### config.mk
export PLATFORM = sky130hd
export DESIGN_NAME = seg7_decoder_nd_flat
export DESIGN_NICKNAME = d
export VERILOG_FILES = /design/src/rtl/seg7_decoder_nd_if.sv /design/src/rtl/seg7_decoder_nd.sv /design/src/flat_wrapper.sv
export SDC_FILE = /design/constraint.sdc
export NUM_CORES = 1
export LEC_CHECK = 0
export CAP_MARGIN = 25
export CORE_MARGIN = 2
export CORE_UTILIZATION = 49
export CTS_CLUSTER_DIAMETER = 80
export DETAILED_ROUTE_END_ITERATION = 8
export GPL_TIMING_DRIVEN = 0
export HOLD_SLACK_MARGIN = 0.05
export PLACE_DENSITY = 0.71
export REMOVE_ABC_BUFFERS = 1
export SYNTH_ARGS = -nofsm -noshare
export SYNTH_HDL_FRONTEND = slang
export SYNTH_SLANG_ARGS = --single-unit
### constraint.sdc
create_clock -name iCLK -period 2.5 [get_ports iCLK]
set_input_delay 0.75 -clock iCLK [delete_from_list [all_inputs] [get_ports iCLK]]
set_output_delay 0.75 -clock iCLK [all_outputs]
set_load 0.02 [all_outputs]
### src/rtl/seg7_decoder_nd_if.sv
// Bundle for the seven-segment readback decoder: raw patterns in, committed word plus handshake out.
// The decimal-point output exists only when SEG7_DP_EN is defined.
interface seg7_decoder_nd_if #(
    parameter int NUM_DIGITS = 4
);
`ifdef SEG7_DP_EN
    localparam int SEGW = 8;
`else
    localparam int SEGW = 7;
`endif

    logic [SEGW*NUM_DIGITS-1:0] iSEG;
    logic [4*NUM_DIGITS-1:0]    oDIG;
    logic [NUM_DIGITS-1:0]      oDIG_OK;
`ifdef SEG7_DP_EN
    logic [NUM_DIGITS-1:0]      oDP;
`endif
    logic                       oVALID;
    logic                       iREADY;
    logic                       oOVERRUN;
    logic                       iCLR_OVR;

    modport master (
        output iSEG, iREADY, iCLR_OVR,
        input  oDIG, oDIG_OK,
`ifdef SEG7_DP_EN
        input  oDP,
`endif
        input  oVALID, oOVERRUN
    );

    modport slave (
        input  iSEG, iREADY, iCLR_OVR,
        output oDIG, oDIG_OK,
`ifdef SEG7_DP_EN
        output oDP,
`endif
        output oVALID, oOVERRUN
    );
endinterface

### src/rtl/seg7_decoder_nd.sv
// Debounced multi-digit active-low seven-segment to hex decoder with valid/ready and sticky overrun.
// Optional decimal-point capture is enabled by defining SEG7_DP_EN.
module seg7_decoder_nd #(
    parameter int NUM_DIGITS    = 4,
    parameter int STABLE_CYCLES = 4
) (
    input logic              iCLK,
    input logic              iRST,
    seg7_decoder_nd_if.slave bus
);
`ifdef SEG7_DP_EN
    localparam int SEGW = 8;
    localparam int WW   = 6;
`else
    localparam int SEGW = 7;
    localparam int WW   = 5;
`endif
    localparam int            CW     = $clog2(STABLE_CYCLES + 1);
    localparam logic [CW-1:0] LP_CMT = CW'(STABLE_CYCLES - 1);
    localparam logic [CW-1:0] LP_SAT = CW'(STABLE_CYCLES);

    // Returns {ok, nibble}; anything outside the sixteen glyphs decodes to {0, 0}.
    function automatic logic [4:0] f_decode(input logic [6:0] seg);
        logic [4:0] res;
        case (seg)
            7'b1000000: res = 5'h10;
            7'b1111001: res = 5'h11;
            7'b0100100: res = 5'h12;
            7'b0110000: res = 5'h13;
            7'b0011001: res = 5'h14;
            7'b0010010: res = 5'h15;
            7'b0000010: res = 5'h16;
            7'b1111000: res = 5'h17;
            7'b0000000: res = 5'h18;
            7'b0011000: res = 5'h19;
            7'b0001000: res = 5'h1A;
            7'b0000011: res = 5'h1B;
            7'b1000110: res = 5'h1C;
            7'b0100001: res = 5'h1D;
            7'b0000110: res = 5'h1E;
            7'b0001110: res = 5'h1F;
            default:    res = 5'h00;
        endcase
        return res;
    endfunction

    logic [NUM_DIGITS-1:0]   w_chg;
    logic [4*NUM_DIGITS-1:0] w_dig;
    logic [NUM_DIGITS-1:0]   w_ok;
`ifdef SEG7_DP_EN
    logic [NUM_DIGITS-1:0]   w_dp;
`endif

    genvar gi;
    generate
        for (gi = 0; gi < NUM_DIGITS; gi++) begin : g_digit
            logic [SEGW-1:0] r_cap;
            logic [CW-1:0]   r_cnt;
            logic [WW-1:0]   r_word;
            logic [SEGW-1:0] w_in;
            logic            w_match;
            logic            w_commit;
            logic [WW-1:0]   w_new;

            assign w_in     = bus.iSEG[gi*SEGW +: SEGW];
            assign w_match  = (w_in == r_cap);
            assign w_commit = w_match && (r_cnt == LP_CMT);
`ifdef SEG7_DP_EN
            assign w_new    = {~r_cap[7], f_decode(r_cap[6:0])};
            assign w_dp[gi] = r_word[5];
`else
            assign w_new    = f_decode(r_cap[6:0]);
`endif
            // Only commits that actually alter the visible word count as a change.
            assign w_chg[gi]          = w_commit && (w_new != r_word);
            assign w_dig[gi*4 +: 4]   = r_word[3:0];
            assign w_ok[gi]           = r_word[4];

            always_ff @(posedge iCLK or posedge iRST) begin
                if (iRST) begin
                    r_cap  <= {SEGW{1'b1}};
                    r_cnt  <= '0;
                    r_word <= '0;
                end else begin
                    r_cap <= w_in;
                    if (!w_match)
                        r_cnt <= '0;
                    else if (r_cnt != LP_SAT)
                        r_cnt <= r_cnt + 1'b1;
                    if (w_commit)
                        r_word <= w_new;
                end
            end
        end
    endgenerate

    logic w_change;
    logic r_chg;
    logic r_valid;
    logic r_ovr;

    assign w_change = |w_chg;

    always_ff @(posedge iCLK or posedge iRST) begin
        if (iRST) begin
            r_chg   <= 1'b0;
            r_valid <= 1'b0;
            r_ovr   <= 1'b0;
        end else begin
            r_chg <= w_change;
            // A change on the acknowledging edge keeps the word pending.
            if (r_chg)
                r_valid <= 1'b1;
            else if (r_valid && bus.iREADY && !w_change)
                r_valid <= 1'b0;
            if (w_change && r_valid && !bus.iREADY)
                r_ovr <= 1'b1;
            else if (bus.iCLR_OVR)
                r_ovr <= 1'b0;
        end
    end

    assign bus.oDIG     = w_dig;
    assign bus.oDIG_OK  = w_ok;
`ifdef SEG7_DP_EN
    assign bus.oDP      = w_dp;
`endif
    assign bus.oVALID   = r_valid;
    assign bus.oOVERRUN = r_ovr;
endmodule

### src/flat_wrapper.sv
// flat-port wrapper written by rule: the top's interface ports become plain ports
module seg7_decoder_nd_flat 
#(
    parameter int NUM_DIGITS    = 4,
    parameter int STABLE_CYCLES = 4
)
  (iCLK, iRST, bus_iSEG, bus_iREADY, bus_iCLR_OVR, bus_oDIG, bus_oDIG_OK, bus_oVALID, bus_oOVERRUN);
  seg7_decoder_nd_if #(.NUM_DIGITS(NUM_DIGITS)) bus_i ();
  input logic iCLK;
  input logic iRST;
  input wire logic [$bits(bus_i.iSEG)-1:0] bus_iSEG;
  input wire logic [$bits(bus_i.iREADY)-1:0] bus_iREADY;
  input wire logic [$bits(bus_i.iCLR_OVR)-1:0] bus_iCLR_OVR;
  output wire logic [$bits(bus_i.oDIG)-1:0] bus_oDIG;
  output wire logic [$bits(bus_i.oDIG_OK)-1:0] bus_oDIG_OK;
  output wire logic [$bits(bus_i.oVALID)-1:0] bus_oVALID;
  output wire logic [$bits(bus_i.oOVERRUN)-1:0] bus_oOVERRUN;
  assign bus_i.iSEG = bus_iSEG;
  assign bus_i.iREADY = bus_iREADY;
  assign bus_i.iCLR_OVR = bus_iCLR_OVR;
  assign bus_oDIG = bus_i.oDIG;
  assign bus_oDIG_OK = bus_i.oDIG_OK;
  assign bus_oVALID = bus_i.oVALID;
  assign bus_oOVERRUN = bus_i.oOVERRUN;
  seg7_decoder_nd #(.NUM_DIGITS(NUM_DIGITS), .STABLE_CYCLES(STABLE_CYCLES)) u_core (.iCLK(iCLK), .iRST(iRST), .bus(bus_i));
endmodule
==> run metrics, run 1 <==
status complete, but fails checks; violated checks setup timing; clock-pin slew on the worst setup and hold paths 0.08 ns; Synth cell types 75; largest family of logic cells by synthesized area simple AND/OR/NAND/NOR gates; Global Route Usage Sum 21.92%; Synth Instances about 450; vias per cell 5.798; WP data required 2.72 ns; Total Wirelength 9973 um; Least-Margin Pin Slew roughly 0.56 ns; startpoint types flop; clk sinks 63; Final Worst Setup Slack -0.1228 ns; GR Layer Usage met3 2.976%; GR Util met1 28.31%; Critical Path Fanout Max 4; number of hold violations in the final report 0; Reg2Reg Depth 9; Initial Util 50.49%; CTS tree done; Synth Area in Adders 3.619%; max-cap violations 0; cts hold-fix bufs 0; grt ovf 0; Via Count 3,647; power density cells 498.2 nW/um^2; Clk Latency, worst-skew pair about 0.35 ns; HP Start u_core.g_digit[0].r_word[3]$_DFFE_PP0P_; Critical Path Start u_core.g_digit[3].r_cap[4]$_DFF_PP1_; GP Congestion 0.8989; post-DR wirelength/cell 15.86 um; I/O Pins 54; core area 8217 sq um; cell leakage power 2.189 nW; drc violations 0; Clock Tree Buf Depth 2; setup tns final -0.2594 ns; layout cells sized above 1 23.85%; H-tree depth 3; CTS buffer count 9; clock root buffer master clkbuf_8; Hold Crit Endpoint u_core.g_digit[0].r_word[3]$_DFFE_PP0P_; first-pass GRT wire length 15,940 um; critical path class reg -> reg; worst hold path type reg -> reg; DRT iter0 DRCs 153; Antenna Nets Post-Route 0; Die Wd 96.02 um; row cnt 33; max_slew headroom 62.47%; register bit total from synthesis 63; largest net degree at the start of global routing 39; mux cell area share after synthesis 3.227%; FF-to-FF Start u_core.g_digit[3].r_cap[4]$_DFF_PP1_; fin crit period 2.623 ns; GR Util met2 a little under two fifths; Die ar. between 9000 and 10,000 sq um; Yosys Warn Count 0; Critical Path End Type flop; Max Fclk about 380 MHz; initial antenna violation count 0; PortBufs 53; Die H 96.02 um; Net count, final 563; Synth Area in Simple Gates 21.56%; CP arrival 2.85 ns; Top FF cell, synth dfrtp_1; Area Growth Syn to Fin 29.22%; hold path cells 2; antenna cells 0; post-synthesis sequential area ratio 38.84%; Slew Limit Fails 0; RSZ-0062 raised after global routing yes; clk_skew approximately 0.013 ns; syn_area_per_cell 9.282 sq um; vias in the first global route 3,418; PnR Total Power 2.671 mW; Final period util 104.9%; Synth Cell Area just over 4000 sq um; post-DP HPWL 6274 um; XOR/XNOR Fraction of Synth Area 12.45%; Async SR Flop Fraction 100.0%; post-synthesis compound-gate area fraction 13.69%; worst vdd ir between 400 and 500 uV; final core utilization roughly two thirds; Post-synth EDFFs 0; Setup-failing EPs final 3; flop-to-flop setup slack -0.12 ns; DR pass1 iterations 5; reg-to-reg endpoint u_core.bus.oVALID$_DFFE_PP0P_; Most Crowded Layer GR met2
worst max path at each step:
stage,cells after the start,end
6_report,9,u_core.bus.oVALID$_DFFE_PP0P_
3_3_place_gp,2,u_core.g_digit[2].r_word[3]$_DFFE_PP0P_
5_1_grt,11,u_core.bus.oVALID$_DFFE_PP0P_
2_1_floorplan,9,u_core.bus.oVALID$_DFFE_PP0P_
3_5_place_dp,9,u_core.bus.oOVERRUN$_DFFE_PP0P_
4_1_cts,9,u_core.bus.oVALID$_DFFE_PP0P_
power by group:
part | switching [mW] | internal [mW] | total (mW)
logic | 0.161 | 0.175 | 0.336
clock network | 0.436 | 0.767 | 1.20
registers | 0.0673 | 1.06 | 1.13
flip-flops by register name, summed over array words and instances (netlist names):
signal / cells
u_core.g_digit.r_cnt: 12
u_core.bus.oOVERRUN: 1
u_core.g_digit.r_word: 20
u_core.r_chg: 1
u_core.bus.oVALID: 1
u_core.g_digit.r_cap: 28
per-stage QoR:
stage                     cells  setup WS (ns)  hold WS, ns  instance area [sq um]
after floorplan             417        0.05490       0.5077                   3995
after global placement      575        -0.9298       0.5034                   4657
after detailed placement    576        -0.8860       0.5236                   4677
after CTS                   618        -0.1370       0.5401                   5195
after global routing        629        -0.2912       0.5671                   5361
final                       629        -0.1228       0.5400                   5361
Yosys cell counts, drive strengths merged, types with 6 or more instances:
master,instances,area (sq um)
a21oi,17,85.08
a31oi,6,37.54
and3,6,38.79
buf,22,123.9
clkbuf,8,30.03
dfrtp,35,875.8
dfstp,28,735.7
ha,12,150.1
inv,32,120.1
mux2,11,123.9
nand2,32,122.6
nand3,15,75.07
nand4,12,75.07
nor2,32,120.1
nor3,13,70.07
nor4,7,50.05
o21ai,15,75.07
xnor2,32,280.3
xor2,27,236.5
metal layers:
metal,part of all wire (%),up-vias
li1,-,1746
met1,42,1728
met2,51,144
met3,4.7,29
met4,2.5,0
met5,0,-
cells in the final DEF, fill, tap and decap left out, types with 12 or more instances in the layout:
| master | count |
|---|---|
| buf_4 | 37 |
| nand4_1 | 12 |
| dfrtp_1 | 35 |
| ha_1 | 12 |
| xnor2_1 | 31 |
| nand2_1 | 31 |
| inv_1 | 30 |
| dfstp_2 | 28 |
| a21oi_1 | 16 |
| xor2_1 | 27 |
| o21ai_0 | 14 |
| nor2_1 | 30 |
| nand3_1 | 15 |
| clkdlybuf4s50_1 | 53 |
kinds of logic (layout without fill, tap and decap cells):
| group | count (synthesis) | after routing |
|---|---|---|
| and+or+nand+nor | 159 | 159 |
| AOI/OAI and AO/OA | 80 | 80 |
| DFF | 63 | 63 |
| buffers and inverters | 62 | 139 |
| xor gates and xnor gates | 59 | 59 |
| adders and majority gates | 12 | 12 |
| muxes | 12 | 12 |
worst max-delay path: stages, from the launching register on:
cell and delay (ns):
dfstp_2 0.57, and2b_4 0.21, a32oi_4 0.26, o41ai_2 0.11, a311o_1 0.35, xnor2_2 0.15
a31oi_2 0.12, a2111o_1 0.40, nor3_4 0.22, a31oi_1 0.12
what timing repair did:
item | 4_1_cts | 5_1_grt
resized for setup | 10 | 14
setup endpoints to repair | 8 | 3
pin swaps | 4 | 7
setup buffers | 26 | 11
cell type report:
| cell class | instances | area, sq um |
|---|---|---|
| multi-input combinational | 322 | 2402 |
| inverter | 32 | 120.1 |
| tap | 105 | 131.4 |
| fill | 667 | 2855 |
| clock buffer | 9 | 123.9 |
| sequential | 63 | 1612 |
| clock inverter | 7 | 143.9 |
| timing repair buffer | 91 | 828.3 |
No activity file was read; power rests on OpenSTA's default activity.
==> inputs of run 2 (changes only) <==
- CORE_MARGIN: 2 -> unset
- CORE_UTILIZATION: 49 -> 40
- PLACE_DENSITY: 0.71 -> 0.59
==> run 2 against run 1 <==
The run still ends with setup timing left. Total power decreased by 12%. Non-clock buffer count shrank 16. Die area increased by 17%. Clock skew shrank 0.0053 ns. First-iteration DRC count is 42% lower. Maximum frequency down 3.7%. Cell count increased by 1.9%.
==> run metrics, run 2 (same netlist as run 1, synthesis figures left out) <==
cell leakage power 2.093 nW (-4.4%); PortBufs 53 (unchanged); DP Worst Slack -0.7731 ns (+0.1130 ns); final core utilization 52.31% (-13 points); worst hold path type reg -> reg; commonest non-fill, non-tap cell in the layout clkdlybuf4s50_1; post-DR wirelength/cell 13.66 um (-14%); clock root buffer master clkbuf_8; DRT iter0 DRCs 89 (-42%); Critical Path Fanout Max 11 (+7); CTS tree done; Reg2Reg Depth 9 (unchanged); I/O Pins 54 (unchanged); fin crit period 2.724 ns (+0.1011 ns); grt ovf 0 (unchanged); Sw Pwr 0.5897 mW (-11%); Slew Limit Fails 0 (unchanged); max-cap violations 0 (unchanged); Critical Path End Type flop; vias in the first global route 3,156 (-7.7%); Internal 1.765 mW (-12%); Total Wirelength 8754 um (-12%); reg-to-reg endpoint u_core.bus.oVALID$_DFFE_PP0P_; sequential share of power 48.5% (+6.1 points); H-tree depth 3 (unchanged); power density cells 454.3 nW/um^2 (-8.8%); Max Fclk 367.1 MHz (-3.7%); Die Wd 103.8 um (+8.2%); FF-to-FF Start u_core.g_digit[3].r_cap[1]$_DFF_PP1_; Top Registers u_core.g_digit.r_cap (28), u_core.g_digit.r_word (20), u_core.g_digit.r_cnt (12); Net count, final 547 (-2.8%); first-pass GRT wire length 14,720 um (-7.6%); Die ar. 10,780 sq um (+17%); max reg flops 28 (unchanged); Final Worst Setup Slack -0.2239 ns (-0.1011 ns); worst vdd ir 367.5 uV (-9.8%); Antenna Nets Post-Route 0 (unchanged); Final period util 109.0% (+4.0 points); final std cells w/o fill 641 (+1.9%); violated checks setup timing; Initial Util 41.87% (-8.6 points); Area Growth Syn to Fin 24.94%; WP data required 2.71 ns (about the same); vias per cell 5.402 (-6.8%); Reg with most FFs u_core.g_digit.r_cap; DR pass1 iterations 4 (-1); RSZ-0062 raised after global routing yes; startpoint types flop; number of hold violations in the final report 0 (unchanged); most frequent cells in the layout 53 x clkdlybuf4s50_1, 35 x dfrtp_1, 31 x xnor2_1, 31 x nand2_1, 31 x nor2_1; CTS buffer count 9 (unchanged); Setup-failing EPs final 3 (unchanged); Placement Cell Area 4712 sq um (+0.75%); post-DP HPWL 6143 um (-2.1%); critical path class reg -> reg; Die H 103.8 um (+8.2%); DP Cell Count 604 (+4.9%); clk sinks 63 (unchanged); Clk Latency, worst-skew pair 0.33 ns (-0.02 ns); largest net degree at the start of global routing 34 (-13%); Critical Path Start u_core.g_digit[3].r_cap[1]$_DFF_PP1_; Design Area, Final 5184 sq um (-3.3%); initial antenna violation count 0 (unchanged); max_slew headroom 54.32% (-8.2 points); setup tns final -0.5897 ns (-0.3302 ns); Least-Margin Pin Slew 0.6842 ns (+0.1221 ns); core area 9910 sq um (+21%); Comb pwr share 12.4% (-0.2 points); Via Count 3,463 (-5.0%); Critical path destination u_core.bus.oVALID$_DFFE_PP0P_; clock-pin slew on the worst setup and hold paths 0.07 ns (about the same); drc violations 0 (unchanged); row cnt 36 (+9.1%); Global Route Usage Sum 16.50% (-5.4 points); power share of the clock group 39.1% (-5.9 points); GP Congestion 0.8725 (-2.9%); flop-to-flop setup slack -0.22 ns (-0.10 ns); clk_skew 0.007256 ns (-0.005313 ns); CP arrival 2.93 ns (+0.08 ns); Switching Fraction 25.04% (+0.17 points); status complete, but fails checks; layout cells sized above 1 19.69% (-4.2 points); Clock Tree Buf Depth 2 (unchanged); antenna cells 0 (unchanged)
## run 2: cell types whose count changed in the layout (fill, tap and decap cells not counted), sizes merged
cell and delta:
clkinvlp -2, clkinv +2, bufinv -3, clkbuf +4, inv -1, buf -16
## run 2: power groups by stage
stage	clock [mW]	combinational, mW	sequential [mW]
floorplan	0	0.159	1.14
global placement	0	0.245	1.16
detailed placement	0	0.252	1.16
CTS	0.966	0.264	1.14
global route	1.00	0.325	1.15
finish	0.921	0.293	1.14
## run 2: layout make-up
| class | count | area, sq um |
|---|---|---|
| flip-flops and latches | 63 | 1612 |
| well taps | 133 | 166.4 |
| fillers | 917 | 4726 |
| inverters | 32 | 120.1 |
| clock buffers | 13 | 168.9 |
| repair buffers | 75 | 720.7 |
| clock inverters | 3 | 40.04 |
| multi-input cells | 322 | 2356 |
## run 2: metal layers
layer	part of all wire (%)	GRT usage [%]	up-vias
met3	3.8	3.587	13
met1	45	20.80	1659
met4	1.5	5.918	0
li1	-	-	1706
met5	0	0	-
met2	49	27.71	85
## run 2: worst min path at each step
| stage | from | to | slack (ns) | cells past startpoint |
|---|---|---|---|---|
| 2_1_floorplan | u_core.r_chg$_DFF_PP0_ | u_core.bus.oVALID$_DFFE_PP0P_ | 0.51 | 2 |
| 3_3_place_gp | u_core.g_digit[1].r_word[0]$_DFFE_PP0P_ | u_core.g_digit[1].r_word[0]$_DFFE_PP0P_ | 0.50 | 2 |
| 3_5_place_dp | u_core.g_digit[3].r_word[4]$_DFFE_PP0P_ | u_core.g_digit[3].r_word[4]$_DFFE_PP0P_ | 0.52 | 2 |
| 4_1_cts | u_core.bus.oOVERRUN$_DFFE_PP0P_ | u_core.bus.oOVERRUN$_DFFE_PP0P_ | 0.54 | 2 |
| 5_1_grt | u_core.bus.oOVERRUN$_DFFE_PP0P_ | u_core.bus.oOVERRUN$_DFFE_PP0P_ | 0.55 | 2 |
| 6_report | u_core.bus.oOVERRUN$_DFFE_PP0P_ | u_core.bus.oOVERRUN$_DFFE_PP0P_ | 0.53 | 2 |
## run 2: timing repair
action / in CTS / in global routing
setup endpoints to repair: 5 / 7
pin swaps: 2 / 3
setup buffers: 4 / 17
hold buffers: 0 / 0
gates resized for setup: 7 / 8
## run 2: through the flow
stage / hold slack (ns) / power [mW]
final: 0.5329 / 2.355
after global routing: 0.5522 / 2.477
after CTS: 0.5372 / 2.373
after detailed placement: 0.5183 / 1.414
after global placement: 0.5041 / 1.407
after floorplan: 0.5077 / 1.300
## run 2: worst max-delay path, cell delays in order, from the launching register on
cell	delay (ns)
dfstp_2	0.70
nor2b_4	0.11
a32oi_4	0.27
o41ai_2	0.12
a311o_1	0.36
xnor2_2	0.17
a31oi_2	0.12
a2111o_1	0.40
nor3_4	0.24
a31oi_1	0.11
==> inputs of run 3 (changes only) <==
- GPL_TIMING_DRIVEN: 0 -> unset
==> run 3 against run 2 <==
The flow still finishes with violations (setup timing). Maximum frequency increased by 3.9%. Register-to-register slack improved by 0.10 ns. Clock skew increased by 0.0085 ns. Combinational power increased by 22%. Routed wire length increased by 8.9%. Largest cell class unchanged. Highest routed layer unchanged.
==> run metrics, run 3 (same netlist as run 1, synthesis figures left out) <==
max_slew headroom 65.67% (+11 points); antenna cells 0 (unchanged); Antenna Nets Post-Route 0 (unchanged); WP data required 2.72 ns (about the same); cts hold-fix bufs 0 (unchanged); row cnt 36 (unchanged); Critical Path Fanout Max 8 (-3); setup tns final -0.3074 ns (+0.2823 ns); status complete, but fails checks; violated checks setup timing; CTS tree done; Die Wd 103.8 um (unchanged); clk_skew 0.01576 ns (+0.008505 ns); commonest non-fill, non-tap cell in the layout buf_4; cell leakage power 2.273 nW (+8.6%); worst vdd ir 306.3 uV (-17%); Hold Crit Endpoint u_core.g_digit[1].r_word[0]$_DFFE_PP0P_; I/O Pins 54 (unchanged); Placement Cell Area 5175 sq um (+9.8%); number of hold violations in the final report 0 (unchanged); worst hold path type reg -> reg; largest net degree at the start of global routing 24 (-29%); clock root buffer master clkbuf_8; Clock Tree Buf Depth 2 (unchanged); startpoint types flop; max reg flops 28 (unchanged); drc violations 0 (unchanged); PnR Total Power 2.387 mW (+1.4%); Top Registers u_core.g_digit.r_cap (28), u_core.g_digit.r_word (20), u_core.g_digit.r_cnt (12); Initial Util 41.87% (unchanged); hold path cells 2 (unchanged); RSZ-0062 raised after global routing yes; layout cells sized above 1 24.55% (+4.9 points); PortBufs 53 (unchanged); Clk Latency, worst-skew pair 0.34 ns (about the same); max-cap violations 0 (unchanged); post-DR wirelength/cell 13.95 um (+2.2%); power density cells 439.7 nW/um^2 (-3.2%); Via Count 3,570 (+3.1%); Die ar. 10,780 sq um (unchanged); first-pass GRT wire length 16,730 um (+14%); core area 9910 sq um (unchanged); Global Route Usage Sum 18.87% (+2.4 points); Max Fclk 381.3 MHz (+3.9%); DP Cell Count 664 (+9.9%); DR pass1 iterations 4 (unchanged); Least-Margin Pin Slew 0.5143 ns (-0.1699 ns); grt ovf 0 (unchanged); GP Congestion 0.8451 (-3.1%); Setup-failing EPs final 3 (unchanged); clock-pin slew on the worst setup and hold paths 0.08 ns (about the same); Reg2Reg Depth 9 (unchanged); reg-to-reg endpoint u_core.bus.oVALID$_DFFE_PP0P_; vias per cell 5.227 (-3.2%); Die H 103.8 um (unchanged); final std cells w/o fill 683 (+6.6%); post-DP HPWL 7343 um (+20%); vias in the first global route 3,651 (+16%); CTS buffer count 9 (unchanged); fin crit period 2.622 ns (-0.1015 ns); initial antenna violation count 0 (unchanged); Net count, final 589 (+7.7%); Final period util 104.9% (-4.1 points); Slew Limit Fails 0 (unchanged); FF-to-FF Start u_core.g_digit[3].r_cap[4]$_DFF_PP1_; HP Start u_core.g_digit[1].r_word[0]$_DFFE_PP0P_; Design Area, Final 5429 sq um (+4.7%); Reg with most FFs u_core.g_digit.r_cap; flop-to-flop setup slack -0.12 ns (+0.10 ns); Total Wirelength 9531 um (+8.9%); DRT iter0 DRCs 142 (+60%); Critical Path End Type flop; H-tree depth 3 (unchanged); Final Worst Setup Slack -0.1224 ns (+0.1015 ns); CP arrival 2.84 ns (-0.09 ns); most frequent cells in the layout 62 x buf_4, 53 x clkdlybuf4s50_1, 35 x dfrtp_1; FILL cells 923 (+0.65%); Area Growth Syn to Fin 30.85%; critical path class reg -> reg; clk sinks 63 (unchanged)
==> run 3: power breakdown <==
group / total (mW) / switching, mW / internal, mW
Combinational: 0.357 / 0.163 / 0.193
Clock: 0.914 / 0.422 / 0.493
Sequential: 1.12 / 0.0521 / 1.06
Total: 2.39 / 0.637 / 1.75
==> run 3: final cells by class <==
class	count	area, sq um	share of cell area [%]
clock inverters	6	68.82	1.268
flip-flops and latches	63	1612	29.68
clock buffers	10	137.6	2.535
inverters	32	120.1	2.212
multi-input cells	322	2288	42.15
repair buffers	117	1036	19.08
well taps	133	166.4	3.065
==> run 3: what timing repair did <==
action / 4_1_cts / 5_1_grt
resized for setup: 2 / 2
buffers inserted: 2 / 1
endpoints found under the setup margin: 3 / 5
pin swaps: 3 / 2
==> run 3: critical path, cell delays in order, from the launching register on <==
cell      delay, ns
dfstp_2        0.61
and2b_4        0.21
a32oi_2        0.24
o41ai_1        0.11
a311o_1        0.32
xnor2_1        0.15
a31oi_1        0.12
a2111o_1       0.39
nor3_4         0.23
a31oi_1        0.11
==> run 3: how the worst max path moves through the flow <==
stage	to	startpoint	cells past startpoint	slack, ns
after floorplan	u_core.bus.oVALID$_DFFE_PP0P_	u_core.g_digit[0].r_cap[5]$_DFF_PP1_	9	0.05
after global placement	u_core.bus.oVALID$_DFFE_PP0P_	bus_iSEG[23]	10	-0.32
after detailed placement	u_core.bus.oOVERRUN$_DFFE_PP0P_	bus_iSEG[26]	10	-0.41
after CTS	u_core.bus.oVALID$_DFFE_PP0P_	u_core.g_digit[3].r_cap[4]$_DFF_PP1_	9	-0.16
after global routing	u_core.bus.oVALID$_DFFE_PP0P_	u_core.g_digit[3].r_cap[4]$_DFF_PP1_	9	-0.28
final	u_core.bus.oVALID$_DFFE_PP0P_	u_core.g_digit[3].r_cap[4]$_DFF_PP1_	9	-0.12
==> run 3: metal layers <==
metal  global-route usage, %  vias up  part of all wire, %
met5                       0        -                    0
met4                   6.735        0                  1.1
met3                   2.958       11                  3.7
met2                   32.33       82                   50
met1                   24.01     1693                   45
li1                        -     1784                    -
==> run 3: through the flow <==
| step | utilization [%] | hold slack, ns | setup slack (ns) |
|---|---|---|---|
| after global routing | 54.79 | 0.5673 | -0.2760 |
| final | 54.79 | 0.5324 | -0.1224 |
| after CTS | 54.57 | 0.5329 | -0.1600 |
| after global placement | 52.22 | 0.5009 | -0.3242 |
| after detailed placement | 52.22 | 0.5148 | -0.4078 |
| after floorplan | - | 0.5077 | 0.05490 |
